==> src/rtl/multicycle_control_fsm_if.sv <==
// Control bundle between the multicycle MIPS main FSM (master) and its datapath (slave).
// Opcode/Funct come from the instruction register; everything else is FSM-driven.
interface multicycle_control_fsm_if;
  logic [5:0]  Opcode;
  logic [5:0]  Funct;
  logic        PCWrite;
  logic        PCWriteCond;
  logic        BranchNe;
  logic        IorD;
  logic        MemWrite;
  logic        IRWrite;
  logic        RegDst;
  logic        MemToReg;
  logic        RegWrite;
  logic        ALUSrcA;
  logic [1:0]  ALUSrcB;
  logic [2:0]  ALUOp;
  logic [1:0]  PCSource;
  logic        BadOpcode;
  logic        Halted;
  logic [3:0]  State;
  logic [31:0] InstrCount;

  modport master (
    input  Opcode, Funct,
    output PCWrite, PCWriteCond, BranchNe, IorD, MemWrite, IRWrite, RegDst,
           MemToReg, RegWrite, ALUSrcA, ALUSrcB, ALUOp, PCSource, BadOpcode,
           Halted, State, InstrCount
  );

  modport slave (
    output Opcode, Funct,
    input  PCWrite, PCWriteCond, BranchNe, IorD, MemWrite, IRWrite, RegDst,
           MemToReg, RegWrite, ALUSrcA, ALUSrcB, ALUOp, PCSource, BadOpcode,
           Halted, State, InstrCount
  );
endinterface

==> src/rtl/multicycle_control_fsm.sv <==
// Main control FSM of the multicycle MIPS datapath: fetch/decode/execute/memory/writeback
// sequencing with a programmable memory wait, registered Moore outputs and a halt on BREAK.
module multicycle_control_fsm #(
  parameter int unsigned MEM_WAIT = 1
) (
  input  logic                     clock,
  input  logic                     reset,
  multicycle_control_fsm_if.master bus
);

  typedef enum logic [3:0] {
    S_RESET     = 4'd0,
    S_FETCH     = 4'd1,
    S_DECODE    = 4'd2,
    S_MEM_ADDR  = 4'd3,
    S_MEM_READ  = 4'd4,
    S_MEM_WB    = 4'd5,
    S_MEM_WRITE = 4'd6,
    S_R_EXEC    = 4'd7,
    S_R_WB      = 4'd8,
    S_BRANCH    = 4'd9,
    S_JUMP      = 4'd10,
    S_ADDI_EXEC = 4'd11,
    S_ADDI_WB   = 4'd12,
    S_HALT      = 4'd13
  } state_t;

  typedef struct packed {
    logic       pc_write;
    logic       pc_write_cond;
    logic       branch_ne;
    logic       ior_d;
    logic       mem_write;
    logic       ir_write;
    logic       reg_dst;
    logic       mem_to_reg;
    logic       reg_write;
    logic       alu_src_a;
    logic [1:0] alu_src_b;
    logic [2:0] alu_op;
    logic [1:0] pc_source;
    logic       halted;
  } ctrl_t;

  localparam logic [3:0] WAIT_LAST = 4'(MEM_WAIT);

  state_t      state, state_nxt;
  logic [3:0]  wait_cnt, wait_cnt_nxt;
  logic [31:0] instr_count, instr_count_nxt;
  logic        bad_op;
  ctrl_t       ctrl, ctrl_nxt;

  // Outputs are registered by decoding the state being entered; "last" marks the final
  // cycle of a wait state, which is where FETCH loads IR and PC.
  function automatic ctrl_t decode(input state_t s, input logic last, input logic bne);
    ctrl_t c;
    c = '0;
    case (s)
      S_FETCH: begin
        c.alu_src_b = 2'b01;
        c.ir_write  = last;
        c.pc_write  = last;
      end
      S_DECODE:    c.alu_src_b = 2'b11;
      S_MEM_ADDR: begin
        c.alu_src_a = 1'b1;
        c.alu_src_b = 2'b10;
      end
      S_MEM_READ:  c.ior_d = 1'b1;
      S_MEM_WB: begin
        c.mem_to_reg = 1'b1;
        c.reg_write  = 1'b1;
      end
      S_MEM_WRITE: begin
        c.ior_d     = 1'b1;
        c.mem_write = 1'b1;
      end
      S_R_EXEC: begin
        c.alu_src_a = 1'b1;
        c.alu_op    = 3'b010;
      end
      S_R_WB: begin
        c.reg_dst   = 1'b1;
        c.reg_write = 1'b1;
      end
      S_BRANCH: begin
        c.alu_src_a     = 1'b1;
        c.alu_op        = 3'b001;
        c.pc_source     = 2'b01;
        c.pc_write_cond = 1'b1;
        c.branch_ne     = bne;
      end
      S_JUMP: begin
        c.pc_source = 2'b10;
        c.pc_write  = 1'b1;
      end
      S_ADDI_EXEC: begin
        c.alu_src_a = 1'b1;
        c.alu_src_b = 2'b10;
      end
      S_ADDI_WB:   c.reg_write = 1'b1;
      S_HALT:      c.halted = 1'b1;
      default:     c = '0;
    endcase
    return c;
  endfunction

  always_comb begin
    state_nxt       = state;
    wait_cnt_nxt    = wait_cnt;
    instr_count_nxt = instr_count;
    bad_op          = 1'b0;
    case (state)
      S_RESET: state_nxt = S_FETCH;
      S_FETCH: begin
        if (wait_cnt == WAIT_LAST) begin
          state_nxt       = S_DECODE;
          instr_count_nxt = instr_count + 32'd1;
        end else begin
          wait_cnt_nxt = wait_cnt + 4'd1;
        end
      end
      S_DECODE: begin
        case (bus.Opcode)
          6'h00:        state_nxt = (bus.Funct == 6'h0D) ? S_HALT : S_R_EXEC;
          6'h23, 6'h2B: state_nxt = S_MEM_ADDR;
          6'h04, 6'h05: state_nxt = S_BRANCH;
          6'h02:        state_nxt = S_JUMP;
          6'h08:        state_nxt = S_ADDI_EXEC;
          default: begin
            state_nxt = S_FETCH;
            bad_op    = 1'b1;
          end
        endcase
      end
      S_MEM_ADDR: state_nxt = (bus.Opcode == 6'h23) ? S_MEM_READ : S_MEM_WRITE;
      S_MEM_READ: begin
        if (wait_cnt == WAIT_LAST) state_nxt = S_MEM_WB;
        else                       wait_cnt_nxt = wait_cnt + 4'd1;
      end
      S_R_EXEC:    state_nxt = S_R_WB;
      S_ADDI_EXEC: state_nxt = S_ADDI_WB;
      S_MEM_WB, S_MEM_WRITE, S_R_WB, S_BRANCH, S_JUMP, S_ADDI_WB: state_nxt = S_FETCH;
      S_HALT:      state_nxt = S_HALT;
      default:     state_nxt = S_RESET;
    endcase
    if ((state_nxt == S_FETCH || state_nxt == S_MEM_READ) && state_nxt != state)
      wait_cnt_nxt = 4'd0;
  end

  assign ctrl_nxt = decode(state_nxt, wait_cnt_nxt == WAIT_LAST, bus.Opcode == 6'h05);

  always_ff @(posedge clock or negedge reset) begin
    if (!reset) begin
      state       <= S_RESET;
      wait_cnt    <= 4'd0;
      instr_count <= 32'd0;
      ctrl        <= '0;
    end else begin
      state       <= state_nxt;
      wait_cnt    <= wait_cnt_nxt;
      instr_count <= instr_count_nxt;
      ctrl        <= ctrl_nxt;
    end
  end

  // BadOpcode must reflect the IR during DECODE itself, so it stays combinational.
  assign bus.BadOpcode   = bad_op;
  assign bus.PCWrite     = ctrl.pc_write;
  assign bus.PCWriteCond = ctrl.pc_write_cond;
  assign bus.BranchNe    = ctrl.branch_ne;
  assign bus.IorD        = ctrl.ior_d;
  assign bus.MemWrite    = ctrl.mem_write;
  assign bus.IRWrite     = ctrl.ir_write;
  assign bus.RegDst      = ctrl.reg_dst;
  assign bus.MemToReg    = ctrl.mem_to_reg;
  assign bus.RegWrite    = ctrl.reg_write;
  assign bus.ALUSrcA     = ctrl.alu_src_a;
  assign bus.ALUSrcB     = ctrl.alu_src_b;
  assign bus.ALUOp       = ctrl.alu_op;
  assign bus.PCSource    = ctrl.pc_source;
  assign bus.Halted      = ctrl.halted;
  assign bus.State       = state;
  assign bus.InstrCount  = instr_count;

endmodule

==> src/flat_wrapper.sv <==
// flat-port wrapper written by rule: the top's interface ports become plain ports
module multicycle_control_fsm_flat 
#(
  parameter int unsigned MEM_WAIT = 1
)
  (clock, reset, bus_Opcode, bus_Funct, bus_PCWrite, bus_PCWriteCond, bus_BranchNe, bus_IorD, bus_MemWrite, bus_IRWrite, bus_RegDst, bus_MemToReg, bus_RegWrite, bus_ALUSrcA, bus_ALUSrcB, bus_ALUOp, bus_PCSource, bus_BadOpcode, bus_Halted, bus_State, bus_InstrCount);
  multicycle_control_fsm_if bus_i ();
  input  logic clock;
  input  logic reset;
  input wire logic [$bits(bus_i.Opcode)-1:0] bus_Opcode;
  input wire logic [$bits(bus_i.Funct)-1:0] bus_Funct;
  output wire logic [$bits(bus_i.PCWrite)-1:0] bus_PCWrite;
  output wire logic [$bits(bus_i.PCWriteCond)-1:0] bus_PCWriteCond;
  output wire logic [$bits(bus_i.BranchNe)-1:0] bus_BranchNe;
  output wire logic [$bits(bus_i.IorD)-1:0] bus_IorD;
  output wire logic [$bits(bus_i.MemWrite)-1:0] bus_MemWrite;
  output wire logic [$bits(bus_i.IRWrite)-1:0] bus_IRWrite;
  output wire logic [$bits(bus_i.RegDst)-1:0] bus_RegDst;
  output wire logic [$bits(bus_i.MemToReg)-1:0] bus_MemToReg;
  output wire logic [$bits(bus_i.RegWrite)-1:0] bus_RegWrite;
  output wire logic [$bits(bus_i.ALUSrcA)-1:0] bus_ALUSrcA;
  output wire logic [$bits(bus_i.ALUSrcB)-1:0] bus_ALUSrcB;
  output wire logic [$bits(bus_i.ALUOp)-1:0] bus_ALUOp;
  output wire logic [$bits(bus_i.PCSource)-1:0] bus_PCSource;
  output wire logic [$bits(bus_i.BadOpcode)-1:0] bus_BadOpcode;
  output wire logic [$bits(bus_i.Halted)-1:0] bus_Halted;
  output wire logic [$bits(bus_i.State)-1:0] bus_State;
  output wire logic [$bits(bus_i.InstrCount)-1:0] bus_InstrCount;
  assign bus_i.Opcode = bus_Opcode;
  assign bus_i.Funct = bus_Funct;
  assign bus_PCWrite = bus_i.PCWrite;
  assign bus_PCWriteCond = bus_i.PCWriteCond;
  assign bus_BranchNe = bus_i.BranchNe;
  assign bus_IorD = bus_i.IorD;
  assign bus_MemWrite = bus_i.MemWrite;
  assign bus_IRWrite = bus_i.IRWrite;
  assign bus_RegDst = bus_i.RegDst;
  assign bus_MemToReg = bus_i.MemToReg;
  assign bus_RegWrite = bus_i.RegWrite;
  assign bus_ALUSrcA = bus_i.ALUSrcA;
  assign bus_ALUSrcB = bus_i.ALUSrcB;
  assign bus_ALUOp = bus_i.ALUOp;
  assign bus_PCSource = bus_i.PCSource;
  assign bus_BadOpcode = bus_i.BadOpcode;
  assign bus_Halted = bus_i.Halted;
  assign bus_State = bus_i.State;
  assign bus_InstrCount = bus_i.InstrCount;
  multicycle_control_fsm #(.MEM_WAIT(MEM_WAIT)) u_core (.clock(clock), .reset(reset), .bus(bus_i));
endmodule
==> config.mk <==
export PLATFORM = sky130hd
export DESIGN_NAME = multicycle_control_fsm_flat
export DESIGN_NICKNAME = d
export VERILOG_FILES = /design/src/rtl/multicycle_control_fsm_if.sv /design/src/rtl/multicycle_control_fsm.sv /design/src/flat_wrapper.sv
export SDC_FILE = /design/constraint.sdc
export NUM_CORES = 1
export LEC_CHECK = 0
export CORE_ASPECT_RATIO = 0.7
export CORE_MARGIN = 2
export CORE_UTILIZATION = 53
export DETAILED_ROUTE_END_ITERATION = 6
export GPL_ROUTABILITY_DRIVEN = 0
export MAX_ROUTING_LAYER = met4
export PLACE_DENSITY_LB_ADDON = 0.12
export SYNTH_ARGS = -nofsm -noshare
export SYNTH_HDL_FRONTEND = slang
export SYNTH_SLANG_ARGS = --single-unit
==> constraint.sdc <==
create_clock -name clock -period 4.2 [get_ports clock]
set_clock_uncertainty 0.15 [all_clocks]
set_input_delay 0.42 -clock clock [delete_from_list [all_inputs] [get_ports clock]]
set_output_delay 0.42 -clock clock [all_outputs]
set_load 0.05 [all_outputs]
Word level (Yosys, flattened, before mapping)
Index checks and enable logic that the tools add are counted.

Register bits after elaboration: 57. Word-level logic and storage cells: 93. Output and inout bits: 55. Input bits: 14.

Add/subtract/negate cells: 2. Muxes and demuxes: 24. Equal/unequal tests: 36. Reduce and logical (&&, ||, !) cells: 14.

Operators by type and width (number): $eq A4 B4 Y1 const B (12); $add A32 B1 Y32 const B (1); $eq A4 B3 Y1 const B (8); $pmux W4 S8 (1); $mux W4 (6); $pmux W4 S5 (1); $eq A4 B1 Y1 const B (4); $eq A4 B2 Y1 const B (4); $reduce_or A7 Y1 (2); $eq A6 B3 Y1 const B (2); $eq A6 B4 Y1 const B (2); $eq A6 B6 Y1 const B (2); $mux W1 (10); $reduce_or A2 Y1 (5); $pmux W2 S2 (2); $eq A6 B2 Y1 const B (1); $logic_not A6 Y1 (1); $pmux W2 S3 (1); $add A4 B1 Y4 const B (1); $logic_not A4 Y1 (1); $mux W2 (2); $ne A4 B4 Y1 (1); $reduce_or A4 Y1 (1); $reduce_or A3 Y1 (1); 4 further kinds (4).

Logic depth before layout (Yosys ltp)
Depth in word-level cells: 10. Depth in mapped cells: 9.

Worst setup path after synthesis
No wires, ideal clock.

Kind: reg-to-reg. From: reg u_core.state[0], in the netlist u_core.bus.State[0]. To: reg u_core.instr_count[29], in the netlist u_core.bus.InstrCount[29]. Setup slack: 1.674 ns. Buffers on the path: 1. Required time: 3.968 ns. Setup time: 0.082 ns. Clock period less this slack: 2.526 ns. Data arrival time: 2.294 ns. Stages on the path, launching flop included: 8. Path through: dfrtp_1 -> buf_4 -> nor3b_2 -> nand4_2 -> or4_4 -> or2_4 -> nor3_2 -> xor2_1.

Cells in the longest elaborated chain, start to end: 2.

RTL lines: start: declaration (line multicycle_control_fsm.sv:47) `state_t state, state_nxt;`; start signal: assignment (line multicycle_control_fsm.sv:160) `state <= state_nxt;`; $eq A4 B1 Y1 (line multicycle_control_fsm.sv:113) `case (state)`; $reduce_and A2 Y1 (no source line); end signal: assignment (line multicycle_control_fsm.sv:162) `instr_count <= instr_count_nxt;`; end: declaration (line multicycle_control_fsm.sv:49) `logic [31:0] instr_count, instr_count_nxt;`.

Every way passes these cells. A chain may end at the register's enable or synchronous reset.

Worst setup path in the final report
From: reg u_core.state[1], in the netlist u_core.bus.State[1]. To: out bus_BadOpcode.

Cells in the longest elaborated chain, start to end: 2.

RTL lines: $eq A4 B2 Y1 (line multicycle_control_fsm.sv:113); $mux W1 (line multicycle_control_fsm.sv:113); end: declaration (line flat_wrapper.sv:25) `output wire logic [$bits(bus_i.BadOpcode)-1:0] bus_BadOpcode;`.

Every way passes these cells.

==> impl_metrics.toml <==
[status]
outcome = "completed"

[sta]
setup_tns_ns = 0
hold_ws_ns = 0.0524
worst_slew_pin_slew_ns = 0.800
slew_viol_final = 0
slew_headroom_pct = 46.2
hold_viol = 0
fmax_ghz = 0.319
fin_crit_sh_pct = 74.6
rsz0062_at_grt = "false"
min_period_ns = 3.13
finalSetupViolCount = 0

[worst_setup_path]
cp-end-kind = "output pin"
cp-endpoint = "bus_BadOpcode"
cp_max_fo = 16
cp.arrival_ns = 2.56
crit_type = "register to output pin"
start_kind = "register"
cp.required_ns = 3.63
r2r-start = "u_core.wait_cnt[0]"
r2r-end = "u_core.bus.PCWrite"
ff2ff_path_depth = 6
reg2reg_setup_slack_ns = 1.34
critPathLaunch = "u_core.bus.State[1]"

[logic_synthesis]
yosysTopAreaCell = "dfrtp_1"
synth_most_common_cell = "dfrtp_1"
syn-num-nets = 280
avgSynthCellArea_um2 = 10.3
synthTopCellsByCount = "dfrtp_1, nand2_1, xnor2_1, nor2_1, xor2_1"
synth-async-reset-ratio_pct = 100
netlist_instances = 263
synth_area_um2 = 2710
synth_edf_count = 0
ys_types = 50
netlist.area_leader.share_pct = 50.8
yosysWarningCount = 0
synth.area.top_cells = "dfrtp_1, xnor2_1, nand2_1"
ys_seq_elements = 55
synth_flop_cell = "dfrtp_1"
ys_seq_area_share_pct = 50.8

[detailed_routing]
drc = 0
viasPerCell = 5.35
routed_wl_mm = 5.97
wire_per_inst_um = 15.0
dr.pass1.iters = 4
postRouteAntennaNets = 0
vias = 2133
drt_iter0_drc = 110

[min_path]
hold_path.class = "primary input to async pin"

[clock_tree]
clk_latency_ns = 0.32
ctsHoldBuffers = 0
h-tree-depth = 2
cts_tree = "built"
cts-root-buf = "clkbuf_8"
postCtsSetupBuffers = 0
cts_made_buffers = 5
cts_sinks = 55
ctsLongestPathBuffers = 2
clk_pin_slew_ns = 0.10
cts_repair_resize_count = 0

[global_routing]
grt_pass1_vias = 2083
grt_first_pass_wirelength_mm = 10.2
grt_use_total_pct = 24.0
antenna_found_initial = 0
gr-total-overflow = 0
grt_max_degree = 56

[cells_and_area]
finalInstanceArea_um2 = 3530
nets = 346
area_delta_synth_final_pct = 30.3
antenna_cells = 0
drive_above_1_share_pct = 6.36
fillCellCount = 355
finalNonFillerCells = 399

[floorplan]
die_x_um = 89.5
core_area_um2 = 4860
die_y_um = 63.8
num_io_pins = 69
core.rowCount = 21
dieArea_um2 = 5710
initial_utilization_pct = 55.7

[place]
dpl_cell_area_um2 = 3420
io_buffers = 67
place_inst = 391
dp_hpwl_mm = 4.29

[flow_run]
maxCapViolCount = 0

[power_and_ir_drop]
ir_worst_vdd_uv = 460
total_power_w = 0.00191
p_per_area_nw_per_um2 = 541
p_leak_nw = 1.50
==> layout by cell type (no fill, tap or decap), drive strengths merged, types with 7 or more instances in the layout <==
cell | synthesis | final
and3 | 9 | 9
clkdlybuf4s50 | 0 | 66
dfrtp | 55 | 55
inv | 11 | 12
nand2 | 33 | 33
nand3 | 9 | 9
nand4 | 7 | 7
nor2 | 21 | 21
nor3 | 9 | 9
o21ai | 7 | 7
xnor2 | 25 | 25
xor2 | 12 | 12
==> per-stage QoR <==
stage	utilization [%]	setup slack (ns)
after floorplan	-	1.67
after global placement	70.3	1.35
after detailed placement	70.3	1.33
after CTS	72.6	1.04
after global routing	72.6	0.917
final	72.6	1.07
==> cell families after synthesis <==
group / after synthesis / share of synthesized area [%]
xor gates and xnor gates: 37 / 12.0
buffers and inverters: 20 / 3.46
DFF: 55 / 50.8
adders and majority gates: 3 / 1.39
AOI/OAI and AO/OA: 26 / 6.88
other: 1 / 0.138
and+or+nand+nor: 121 / 25.4
==> layer usage <==
| layer | share of wire, % | global-route usage [%] |
|---|---|---|
| met2 | 43 | 33.2 |
| met5 | 0 | - |
| met4 | 1.3 | 8.40 |
| met1 | 51 | 35.6 |
| met3 | 4.3 | 4.26 |
==> cell type report <==
| type | count | area [um2] | share of cell area [%] |
|---|---|---|---|
| Sequential cell | 55 | 1380 | 39.0 |
| Multi-Input combinational cell | 188 | 1240 | 35.1 |
| Timing Repair Buffer | 68 | 673 | 19.1 |
| Tap cell | 69 | 86.3 | 2.45 |
| Clock buffer | 5 | 68.8 | 1.95 |
| Clock inverter | 3 | 46.3 | 1.31 |
| Inverter | 11 | 41.3 | 1.17 |
==> state kept, by name, indices dropped and copies added, names as in the netlist <==
signal and flops:
u_core.bus.PCWrite 1, u_core.bus.IRWrite 1, u_core.bus.RegWrite 1, u_core.bus.IorD 1
u_core.bus.ALUSrcA 1, u_core.bus.RegDst 1, u_core.bus.ALUSrcB 2, u_core.bus.BranchNe 1
u_core.bus.Halted 1, u_core.bus.MemWrite 1, u_core.bus.State 4, u_core.bus.ALUOp 2
u_core.bus.MemToReg 1, u_core.bus.InstrCount 32, u_core.bus.PCSource 1, u_core.wait_cnt 4
==> worst min path at each step <==
stage,startpoint,end,slack (ns)
detailed placement,u_core.bus.InstrCount[31],u_core.bus.InstrCount[31],0.32
global placement,u_core.bus.InstrCount[31],u_core.bus.InstrCount[31],0.31
global route,reset,u_core.bus.Halted,0.13
floorplan,reset,u_core.bus.ALUOp[0],-0.03
finish,reset,u_core.bus.MemToReg,0.05
CTS,reset,u_core.bus.IRWrite,0.08
==> worst max-delay path, cell delays in order (launching register included) <==
cell	delay (ns)
dfrtp_1	0.68
nor4b_1	0.57
o21a_1	0.20
clkdlybuf4s50_1	0.80
==> power by group <==
part	total [W]	switching (W)	internal, W
Sequential	0.000722	0.000117	0.000605
Combinational	0.000826	0.000524	0.000302
Clock	0.000363	0.000183	0.000180
(Power assumes the default switching activity.)
